### src/rtl/syn_fetch_stage_pkg.sv
// Shared constants and types for the instruction-fetch stage of the MIPS core.
// Holds the reset PC, the NOP encoding and the fetch FSM state type.
package syn_fetch_stage_pkg;

    localparam logic [31:0] FETCH_PC_RESET = 32'h0000_3000;
    localparam logic [31:0] INST_NOP       = 32'h0000_0000;
    localparam int          FETCH_ST_BIT   = 1;

    typedef enum logic [FETCH_ST_BIT-1:0] {
        FETCH_ST_RUN  = 1'b0,
        FETCH_ST_HALT = 1'b1
    } fetch_st_t;

    function automatic logic [31:0] word_align(input logic [31:0] addr);
        return addr & 32'hFFFF_FFFC;
    endfunction

endpackage

### src/rtl/syn_fetch_next_pc.sv
// Combinational next-address selection for instruction fetch plus the
// sequential-PC adders for the chosen address and the word currently in ID.
module syn_fetch_next_pc
    import syn_fetch_stage_pkg::*;
(
    input  logic        redirect,
    input  logic [31:0] redirect_pc,
    input  logic        stall,
    input  logic        f_valid,
    input  logic [31:0] pc,
    input  logic [31:0] fpc,
    output logic [31:0] next_addr,
    output logic [31:0] next_addr_p4,
    output logic [31:0] fpc_p4
);

    // A stalled valid word is re-read so im_data keeps presenting it.
    always_comb begin
        next_addr = pc;
        if (redirect) begin
            next_addr = word_align(redirect_pc);
        end else if (stall && f_valid) begin
            next_addr = fpc;
        end
    end

    assign next_addr_p4 = next_addr + 32'd4;
    assign fpc_p4       = fpc + 32'd4;

endmodule

### src/rtl/syn_fetch_stage.sv
// Instruction-fetch stage and IF/ID boundary: PC sequencing, redirect/stall/halt
// handling and a count of instructions accepted by decode.
module syn_fetch_stage
    import syn_fetch_stage_pkg::*;
#(
    parameter logic [31:0] PC_RESET    = FETCH_PC_RESET,
    parameter int          IM_ADDR_BIT = 10
) (
    input  logic                   clk,
    input  logic                   rst,
    input  logic                   en,
    input  logic                   stall,
    input  logic                   redirect,
    input  logic [31:0]            redirect_pc,
    input  logic                   halt,
    output logic [IM_ADDR_BIT-1:0] im_addr,
    input  logic [31:0]            im_data,
    output logic                   id_valid,
    output logic [31:0]            id_pc,
    output logic [31:0]            id_pc4,
    output logic [31:0]            id_inst,
    output logic [5:0]             id_opcode,
    output logic [4:0]             id_rt,
    output logic [5:0]             id_funct,
    output logic                   halted,
    output logic [31:0]            fetch_count
);

    fetch_st_t   state_q, state_d;
    logic [31:0] pc_q, pc_d;
    logic [31:0] fpc_q, fpc_d;
    logic        f_valid_q, f_valid_d;
    logic        count_inc;
    logic [31:0] next_addr, next_addr_p4, fpc_p4;

    syn_fetch_next_pc u_next_pc (
        .redirect     (redirect),
        .redirect_pc  (redirect_pc),
        .stall        (stall),
        .f_valid      (f_valid_q),
        .pc           (pc_q),
        .fpc          (fpc_q),
        .next_addr    (next_addr),
        .next_addr_p4 (next_addr_p4),
        .fpc_p4       (fpc_p4)
    );

    assign im_addr = next_addr[IM_ADDR_BIT+1:2];

    // Redirect and plain advance both load next_addr: without a redirect or a
    // valid stall the mux already selects pc, so fpc<=pc and pc<=pc+4 fall out.
    always_comb begin
        state_d   = state_q;
        pc_d      = pc_q;
        fpc_d     = fpc_q;
        f_valid_d = f_valid_q;
        count_inc = 1'b0;
        if (en && state_q == FETCH_ST_RUN) begin
            if (halt) begin
                state_d   = FETCH_ST_HALT;
                f_valid_d = 1'b0;
            end else if (redirect || !(stall && f_valid_q)) begin
                fpc_d     = next_addr;
                pc_d      = next_addr_p4;
                f_valid_d = 1'b1;
            end
            count_inc = id_valid && !stall && !redirect && !halt;
        end
    end

    always_ff @(posedge clk or posedge rst) begin
        if (rst) begin
            state_q     <= FETCH_ST_RUN;
            pc_q        <= PC_RESET;
            fpc_q       <= PC_RESET;
            f_valid_q   <= 1'b0;
            fetch_count <= 32'd0;
        end else begin
            state_q     <= state_d;
            pc_q        <= pc_d;
            fpc_q       <= fpc_d;
            f_valid_q   <= f_valid_d;
            fetch_count <= fetch_count + {31'd0, count_inc};
        end
    end

    assign halted    = (state_q == FETCH_ST_HALT);
    assign id_valid  = f_valid_q && (state_q == FETCH_ST_RUN);
    assign id_pc     = fpc_q;
    assign id_pc4    = fpc_p4;
    assign id_inst   = id_valid ? im_data : INST_NOP;
    assign id_opcode = id_inst[31:26];
    assign id_rt     = id_inst[20:16];
    assign id_funct  = id_inst[5:0];

endmodule

### config.mk
export PLATFORM = sky130hd
export DESIGN_NAME = syn_fetch_stage
export DESIGN_NICKNAME = d
export VERILOG_FILES = /design/src/rtl/syn_fetch_stage_pkg.sv /design/src/rtl/syn_fetch_next_pc.sv /design/src/rtl/syn_fetch_stage.sv
export SDC_FILE = /design/constraint.sdc
export NUM_CORES = 1
export LEC_CHECK = 0
export ABC_AREA = 1
export ABC_CLOCK_PERIOD_IN_PS = 7100
export BUFFER_PORTS_ARGS = -buffer_cell sky130_fd_sc_hd__buf_2
export CAP_MARGIN = 5
export CORE_MARGIN = 8
export CORE_UTILIZATION = 43
export CTS_CLUSTER_DIAMETER = 150
export DETAILED_ROUTE_END_ITERATION = 7
export PLACE_DENSITY_LB_ADDON = 0.12
export SYNTH_ARGS = -nofsm -noshare
export SYNTH_HDL_FRONTEND = slang
export SYNTH_SLANG_ARGS = --single-unit
### constraint.sdc
create_clock -name clk -period 7.1 [get_ports clk]
set_input_delay 0.71 -clock clk [delete_from_list [all_inputs] [get_ports clk]]
set_output_delay 0.71 -clock clk [all_outputs]
set_load 0.01 [all_outputs]
After elaboration in Yosys (flattened, before gate mapping)
Index checks and enable logic that the tools add are counted.
W data, S select, Z words.
{"block": "totals", "word_cells": 31, "regBits": 98, "out_inout_bits": 157}
{"block": "op_classes", "bitwise": 2, "addsub": 3, "n_reduce_logical": 15, "muxes": 6}
{"cell": "$mux W32", "count": 3}
{"cell": "$add A32 B3 Y32 const B", "count": 2}
{"cell": "$add A32 B1 Y32", "count": 1}
{"cell": "$logic_and A1 B1 Y1", "count": 6}
{"cell": "$logic_not A1 Y1", "count": 4}
{"cell": "$reduce_and A2 Y1", "count": 2}
{"cell": "$mux W1", "count": 3}
{"cell": "$reduce_and A3 Y1", "count": 1}
{"cell": "$not A1 Y1", "count": 2}
{"cell": "$reduce_bool A2 Y1", "count": 1}
{"cell": "$logic_or A1 B1 Y1", "count": 1}

Logic depth before layout (Yosys ltp)
Gate-level depths: netlist of run 1.
{"block": "logic_depth", "depth_word": 7, "mapped_depth": 16, "ltp_nobuf": 14}

Modules after synthesis
Synthesis of run 1 repeated with hierarchy kept, for this count alone.
{"block": "hier_totals", "hier_cells": 1245, "hier_area_um2": 7860.0}
{"mod": "syn_fetch_stage", "instances": 1, "area_each_um2": 4840.9, "seq_area_each_um2": 2457.4, "cells_each": 592}
{"mod": "syn_fetch_next_pc", "instances": 1, "area_each_um2": 3019.1, "seq_area_each_um2": 0.0, "cells_each": 653}

Least setup slack after synthesis of run 1
Ideal clock, no wire load.
{"block": "synth_timing", "path_kind": "input to register", "from": "input port redirect", "to": "register fetch_count[26]", "stages": 13, "setup_ns": 0.124, "arrival_time_ns": 2.767, "setup_slack_ns": 4.209, "cell_sequence": "buf_6 clkbuf_1 nor4_1 ha_1 ha_1 nand2_1 nor2_1 nand2_1 inv_1 nand4_1 nor3_2 nand4_1 xor2_1"}
{"block": "synth_via", "elab_chain_len": 5}
{"item": "start: declaration", "line": "syn_fetch_stage.sv:13", "rtl": "input logic redirect,"}
{"item": "$logic_not A1 Y1", "line": "syn_fetch_stage.sv:67", "rtl": "count_inc = id_valid && !stall && !redirect && !halt;"}
{"item": "$logic_and A1 B1 Y1 (2 in series)", "line": "syn_fetch_stage.sv:67"}
{"item": "$mux W1", "line": "syn_fetch_stage.sv:58", "rtl": "if (en && state_q == FETCH_ST_RUN) begin"}
{"item": "$add A32 B1 Y32", "line": "syn_fetch_stage.sv:83", "rtl": "fetch_count <= fetch_count + {31'd0, count_inc};"}
{"item": "end signal: assignment", "line": "syn_fetch_stage.sv:83"}
{"item": "end: declaration", "line": "syn_fetch_stage.sv:26", "rtl": "output logic [31:0] fetch_count"}
No other way between the ends.
A chain may end at the register's enable or synchronous reset.

Worst setup path in the final report of run 1
{"block": "layout_timing", "from": "register fpc_q[2], in the netlist id_pc[2]", "to": "output port id_pc4[20]"}
{"block": "layout_via", "elab_chain_len": 1}
{"item": "start: declaration", "line": "syn_fetch_stage.sv:31", "rtl": "logic [31:0] fpc_q, fpc_d;"}
{"item": "start signal: assignment", "line": "syn_fetch_stage.sv:81", "rtl": "fpc_q <= fpc_d;"}
{"item": "$add A32 B3 Y32", "line": "syn_fetch_next_pc.sv:28", "rtl": "assign fpc_p4 = fpc + 32'd4;"}
{"item": "end: declaration", "line": "syn_fetch_stage.sv:20", "rtl": "output logic [31:0] id_pc4,"}
No other way between the ends.

==> metrics, run 1 <==
DR pass1 iterations=8; most used cell, CP=nand3_1; Initial Utilization=43.21%; WL final=23.33 mm; drt wl/cell=16.37 um; Clk network pwr share=27.1%; DR DRC count=0; HP Class=in -> async; ratio of cells with drive above 1 in the final layout=26.64%; Comb pwr share=34.6%; critical path's top delay family=simple AND/OR/NAND/NOR gates; CP Max Fanout=4; Mapped Cells=1027; Worst EP arrival=2.69 ns; leading area contributor after synthesis=dfrtp_1; Reg2Reg Launch Point=halted; number of flops mapped to enable cells by yosys=0; TNS Setup=0 ns; Yosys warning total=0; # fillers=1725; vias in the first global route=6470; fin. max-slew vios=0; non-filler instance count after layout=1425; register area share after synthesis=33.37%; FFs w/ async S/R, synth=100.0%; status=completed; die span in x=144.2 um; Final Skew=0.01352 ns; PD cells=220.2 nW/um^2; Critical-path top delay cell=dfrtp_1; CTS tree=yes; core region area=16350 um^2; CP Class=reg -> out; R2R setup slack=3.75 ns; Power Total=1.833 mW; Worst Path Buf+Inv=1; Clk pin slew, worst setup/hold paths=0.08 ns; R2R Path End=fetch_count[26]; Layout area overhead=17.84%; Final ANT Viol Nets=0; Inst Count DP=1409; CTS Buf Count=9; PostCTS Resize Cnt=0; switching power=0.7421 mW; Req. time, crit path=6.39 ns; top cell type's share of synthesized area=31.88%; maximum capacitance violations=0; vias=6988; final worst-path cycle share=47.86%; Synth Cell Area=7064 um^2; final global-route overflow total=0; RSZ-0062 raised after global routing=false; Final Core Density=50.92%; LEAKAGE=4.520 nW; sw frac=40.48%; Die ar.=20790 um^2; worst rel slew slack=32.23%; Achievable Freq=294.3 MHz; CTS Hold Buffers Added=0; Port Buf Inserts=220; Die Y=144.2 um; first-pass GRT wire length=35.18 mm; hpwl dp=18.19 mm; Worst-Margin Slew=1.016 ns; CP Cell Sequence=ha_1 -> nand3_1 -> nor2_1 -> nand2_1 -> nor2_2 -> nand3_1 -> nor3_2 -> nand3_1 -> xor2_1 -> buf_2; minimum clock period=3.398 ns; fin nets=1274; VDD IR max=131.8 uV; ANT cells=0; R2R depth=13; Pint=1.091 mW; DRT iter0 DRCs=407; Root Buffer=clkbuf_16; Fin. Hold Viols=0; Seq cells post-synth=94; sequential power share=38.3%; Post-CTS Setup Inserts=0; # IOs=227; Clock Sinks=94; H-tree depth=3; row cnt=47; Critical Path Sink Type=output port; Crit path largest cell delay=0.42 ns; number of vias per cell=4.904; Netlist cell types=44; Total GRT Usage=22.05%; worst-skew pair later-pin latency=0.36 ns; Max Buffers Root-to-Sink=2; crit start category=register; Final setup viols=0; initial antenna violation count=1; largest net degree at the start of global routing=75; Syn Area/Cell=6.879 um^2; gp weighted congestion=0.8731; Synth area leaders=dfrtp_1 (32%), nand2_1 (14%), nand3_1 (7.6%), inv_1 (7.4%), xor2_1 (6.1%); ys flop type=dfrtp_1
==> logic make-up (layout without fill, tap and decap cells) <==
logic type	after synthesis	in the layout	share of synthesized area, %
AO/OA/AOI/OAI	73	73	6.146
other	1	4	0.05308
AND/OR/NAND/NOR	588	588	38.20
XOR/XNOR	57	57	7.067
buffers and inverters	210	385	14.45
adder cells (fa/ha/maj)	4	4	0.7085
flip-flops	94	94	33.37
==> power by group through the flow <==
stage / combinational (mW) / sequential [mW] / clock (mW)
CTS: 0.643 / 0.701 / 0.510
global route: 0.716 / 0.714 / 0.528
finish: 0.635 / 0.702 / 0.497
floorplan: 0.425 / 0.706 / 0
global placement: 0.636 / 0.710 / 0
detailed placement: 0.640 / 0.711 / 0
==> worst max path at each step <==
stage                  start         endpoint  slack (ns)  cells past startpoint
floorplan                rst        f_valid_q        3.95                      1
global placement       stall         pc_q[24]        3.62                     11
detailed placement     stall         pc_q[24]        3.62                     11
CTS                 id_pc[2]       id_pc4[20]        3.64                     10
global route          halted  fetch_count[26]        3.27                     13
finish              id_pc[2]       id_pc4[20]        3.70                     10
==> area by class of cell <==
type                            instances  area (um^2)  area share, %
Inverter                              144        544.3          6.538
Tap cell                              220        275.3          3.307
Clock buffer                            9        225.2          2.706
Clock inverter                          7        70.07         0.8417
Timing Repair Buffer                  225         1139          13.68
Multi-Input combinational cell        726         3714          44.61
Sequential cell                        94         2357          28.32
==> sequential cells by signal (all words and copies together) (netlist names) <==
signal and flops:
f_valid_q 1, fetch_count 32, halted 1, id_pc 30, pc_q 30
==> per-stage QoR <==
stage          cell area (um^2)  hold WS (ns)  worst slack [ns]
2_1_floorplan              7076        0.4491             3.948
3_3_place_gp               8029        0.4640             3.620
3_5_place_dp               8029        0.4663             3.622
4_1_cts                    8324        0.3102             3.643
5_1_grt                    8324        0.3254             3.273
6_report                   8324        0.3087             3.702
==> cell usage in the layout, fill, tap and decap left out, types with 14 or more instances in the layout <==
master / Yosys / final
or2_2: 14 / 14
nor2_1: 105 / 105
o21ai_0: 33 / 33
a21oi_1: 15 / 15
buf_2: 16 / 220
nand4_1: 21 / 21
inv_1: 139 / 138
nand2_1: 256 / 256
nand3_1: 107 / 107
nand2_2: 23 / 23
nor3_1: 26 / 26
dfrtp_1: 90 / 90
xor2_1: 49 / 49
==> cells in the mapped netlist, types with 15 or more instances <==
cell,number
buf_4,32
a21oi_1,15
buf_2,16
dfrtp_1,90
nand2_1,256
nand3_1,107
nor2_1,105
nand4_1,21
xor2_1,49
inv_1,139
nand2_2,23
o21ai_0,33
nor3_1,26
==> per-layer routing <==
metal | vias up | global-route usage [%] | wire length, um
li1 | 3548 | - | -
met1 | 3191 | 27.53 | 9835
met2 | 219 | 37.05 | 11050
met3 | 28 | 5.315 | 2000
met4 | 2 | 6.462 | 436
met5 | - | 0 | 12
Note: power is estimated with default switching activity, not from simulation.
==> inputs of run 2 (changes only) <==
--- a/config.mk
+++ b/config.mk
@@ -6,7 +6,7 @@
 export NUM_CORES = 1
 export LEC_CHECK = 0
 export ABC_AREA = 1
-export ABC_CLOCK_PERIOD_IN_PS = 7100
+export ABC_CLOCK_PERIOD_IN_PS = 3200
 export BUFFER_PORTS_ARGS = -buffer_cell sky130_fd_sc_hd__buf_2
 export CAP_MARGIN = 5
 export CORE_MARGIN = 8
==> constraint.sdc (replaced) <==
create_clock -name clk -period 3.2 [get_ports clk]
set_input_delay 0.32 -clock clk [delete_from_list [all_inputs] [get_ports clk]]
set_output_delay 0.32 -clock clk [all_outputs]
set_load 0.01 [all_outputs]
==> metrics, run 2 (synthesized netlist as in run 1, its figures left out) <==
PD cells=493.1 nW/um^2 (+120%); Critical Path Sink Type=output port; # fillers=1699 (-1.5%); largest net degree at the start of global routing=51 (-32%); routing usage on met1=27.66% (+0.13 points); most frequent cells in the layout=nand2_1 (256), buf_2 (220), inv_1 (138); number of vias per cell=4.964 (+1.2%); fin nets=1284 (+0.78%); final worst-path cycle share=92.57%; hpwl dp=18.99 mm (+4.4%); Achievable Freq=337.6 MHz; drt wl/cell=16.67 um (+1.8%); TNS Setup=0 ns (unchanged); max reg flops=32 (unchanged); H-tree depth=3 (unchanged); Final ANT Viol Nets=0 (unchanged); gp weighted congestion=0.8611 (-1.4%); vias in the first global route=6463 (-0.11%); final global-route overflow total=0 (unchanged); Initial Utilization=43.21% (unchanged); Max Buffers Root-to-Sink=2 (unchanged); maximum capacitance violations=0 (unchanged); Layout area overhead=19.73%; critical path's top delay family=simple AND/OR/NAND/NOR gates; vias=7124 (+1.9%); worst-skew pair later-pin latency=0.37 ns (about the same); Total GRT Usage=22.42% (+0.37 points); most common cell after layout, fill and taps aside=nand2_1; row cnt=47 (unchanged); VDD IR max=297.4 uV (+130%); CTS Buf Count=9 (unchanged); Fin. Hold Viols=0 (unchanged); Req. time, crit path=2.88 ns (-3.51 ns); global-route met3 utilization=5.084% (-0.23 points); status=completed; worst rel slew slack=48.24% (+16 points); WL final=23.92 mm (+2.5%); Die Y=144.2 um (unchanged); core region area=16350 um^2 (unchanged); HP Class=in -> async; CP Cell Sequence=ha_1 -> nand3_1 -> nor2_2 -> nand2_1 -> nor2_2 -> nand3_1 -> nor3_4 -> nand3_1 -> xor2_1 -> buf_2; Final setup viols=0 (unchanged); Largest Register=fetch_count; CP Class=reg -> out; minimum clock period=2.962 ns; Worst Path Buf+Inv=1 (unchanged); ANT cells=0 (unchanged); Clk pin slew, worst setup/hold paths=0.08 ns (about the same); Root Buffer=clkbuf_16; LEAKAGE=4.620 nW (+2.2%); Clock Sinks=94 (unchanged); gr busiest metal=met2; fin. max-slew vios=0 (unchanged); Die ar.=20790 um^2 (unchanged); DR pass1 iterations=5 (-3); first-pass GRT wire length=35.67 mm (+1.4%); Power Total=4.171 mW (+130%); DRT iter0 DRCs=482 (+18%); Worst-Margin Slew=0.7694 ns (-0.2461 ns); Critical-path top delay cell=dfrtp_1; Crit path largest cell delay=0.43 ns (about the same); initial antenna violation count=0 (-1); die span in x=144.2 um (unchanged); # IOs=227 (unchanged); CP Max Fanout=4 (unchanged); ratio of cells with drive above 1 in the final layout=27.41% (+0.77 points); DR DRC count=0 (unchanged); Final Skew=0.01164 ns (-0.001882 ns); fin area=8458 um^2 (+1.6%); RSZ-0062 raised after global routing=false; Worst EP arrival=2.64 ns (-0.05 ns); most used cell, CP=nand3_1; Port Buf Inserts=220 (unchanged); crit start category=register; CTS tree=yes; Cell Area, Placed=8122 um^2 (+1.2%); met2 usage=37.94% (+0.89 points)
-- run 2: where the power goes --
| group | switching, mW | internal (mW) | total [mW] |
|---|---|---|---|
| clock network | 0.546 | 0.628 | 1.17 |
| registers | 0.181 | 1.38 | 1.56 |
| logic | 0.940 | 0.499 | 1.44 |
| total | 1.67 | 2.50 | 4.17 |
-- run 2: area by class of cell --
| cell class | instances | area, um^2 | area share (%) |
|---|---|---|---|
| Clock buffer | 9 | 225.2 | 2.663 |
| Inverter | 144 | 544.3 | 6.435 |
| Tap cell | 220 | 275.3 | 3.254 |
| Timing Repair Buffer | 235 | 1239 | 14.64 |
| Sequential cell | 94 | 2357 | 27.87 |
| Multi-Input combinational cell | 726 | 3731 | 44.11 |
| Clock inverter | 7 | 86.33 | 1.021 |
-- run 2: metrics by stage --
| step | std cells | hold slack (ns) | worst slack [ns] | util, % |
|---|---|---|---|---|
| 4_1_cts | 1434 | 0.05341 | 0.09888 | 51.58 |
| 5_1_grt | 1435 | 0.08570 | 0.01605 | 51.74 |
| 2_1_floorplan | 1030 | 0.4491 | 0.3318 | - |
| 6_report | 1435 | 0.02829 | 0.2379 | 51.74 |
| 3_5_place_dp | 1418 | 0.4475 | 0.1724 | 49.68 |
| 3_3_place_gp | 1418 | 0.4437 | 0.2576 | 49.68 |
-- run 2: path summary, 6_finish.rpt --
check / from / to / slack (ns) / depth (start not counted)
max: id_pc[2] / id_pc4[20] / 0.24 / 10
min: rst / pc_q[2] / 0.03 / 2
max reg2reg: halted / fetch_count[30] / 0.28 / 13
min reg2reg: fetch_count[31] / fetch_count[31] / 0.47 / 1
max in group asynchronous: rst / pc_q[13] / 2.39 / 3
min in group clk: en / halted / 0.23 / 3
-- run 2: timing repair --
action	CTS	global route
buffers inserted	0	1
hold buffers	0	0
resized for setup	0	4
setup endpoints to repair	0	5
-- run 2: layer usage --
metal | routed length, um | share of wire, % | vias to the layer above
li1 | - | - | 3579
met1 | 10040 | 42 | 3257
met2 | 11340 | 47 | 261
met3 | 2071 | 8.7 | 27
met4 | 471 | 2.0 | 0
met5 | 0 | 0 | -
-- run 2: worst register-to-register path: stages (launching register included) --
cell and delay (ns):
dfrtp_1 0.43, nor2_2 0.20, nand2_1 0.15, nor4_1 0.23, ha_1 0.23, ha_1 0.18
nand2_1 0.07, nor2_1 0.16, nand2_1 0.13, inv_1 0.09, nand4_1 0.23, nor3_4 0.38
nand4_1 0.17, xnor2_1 0.16
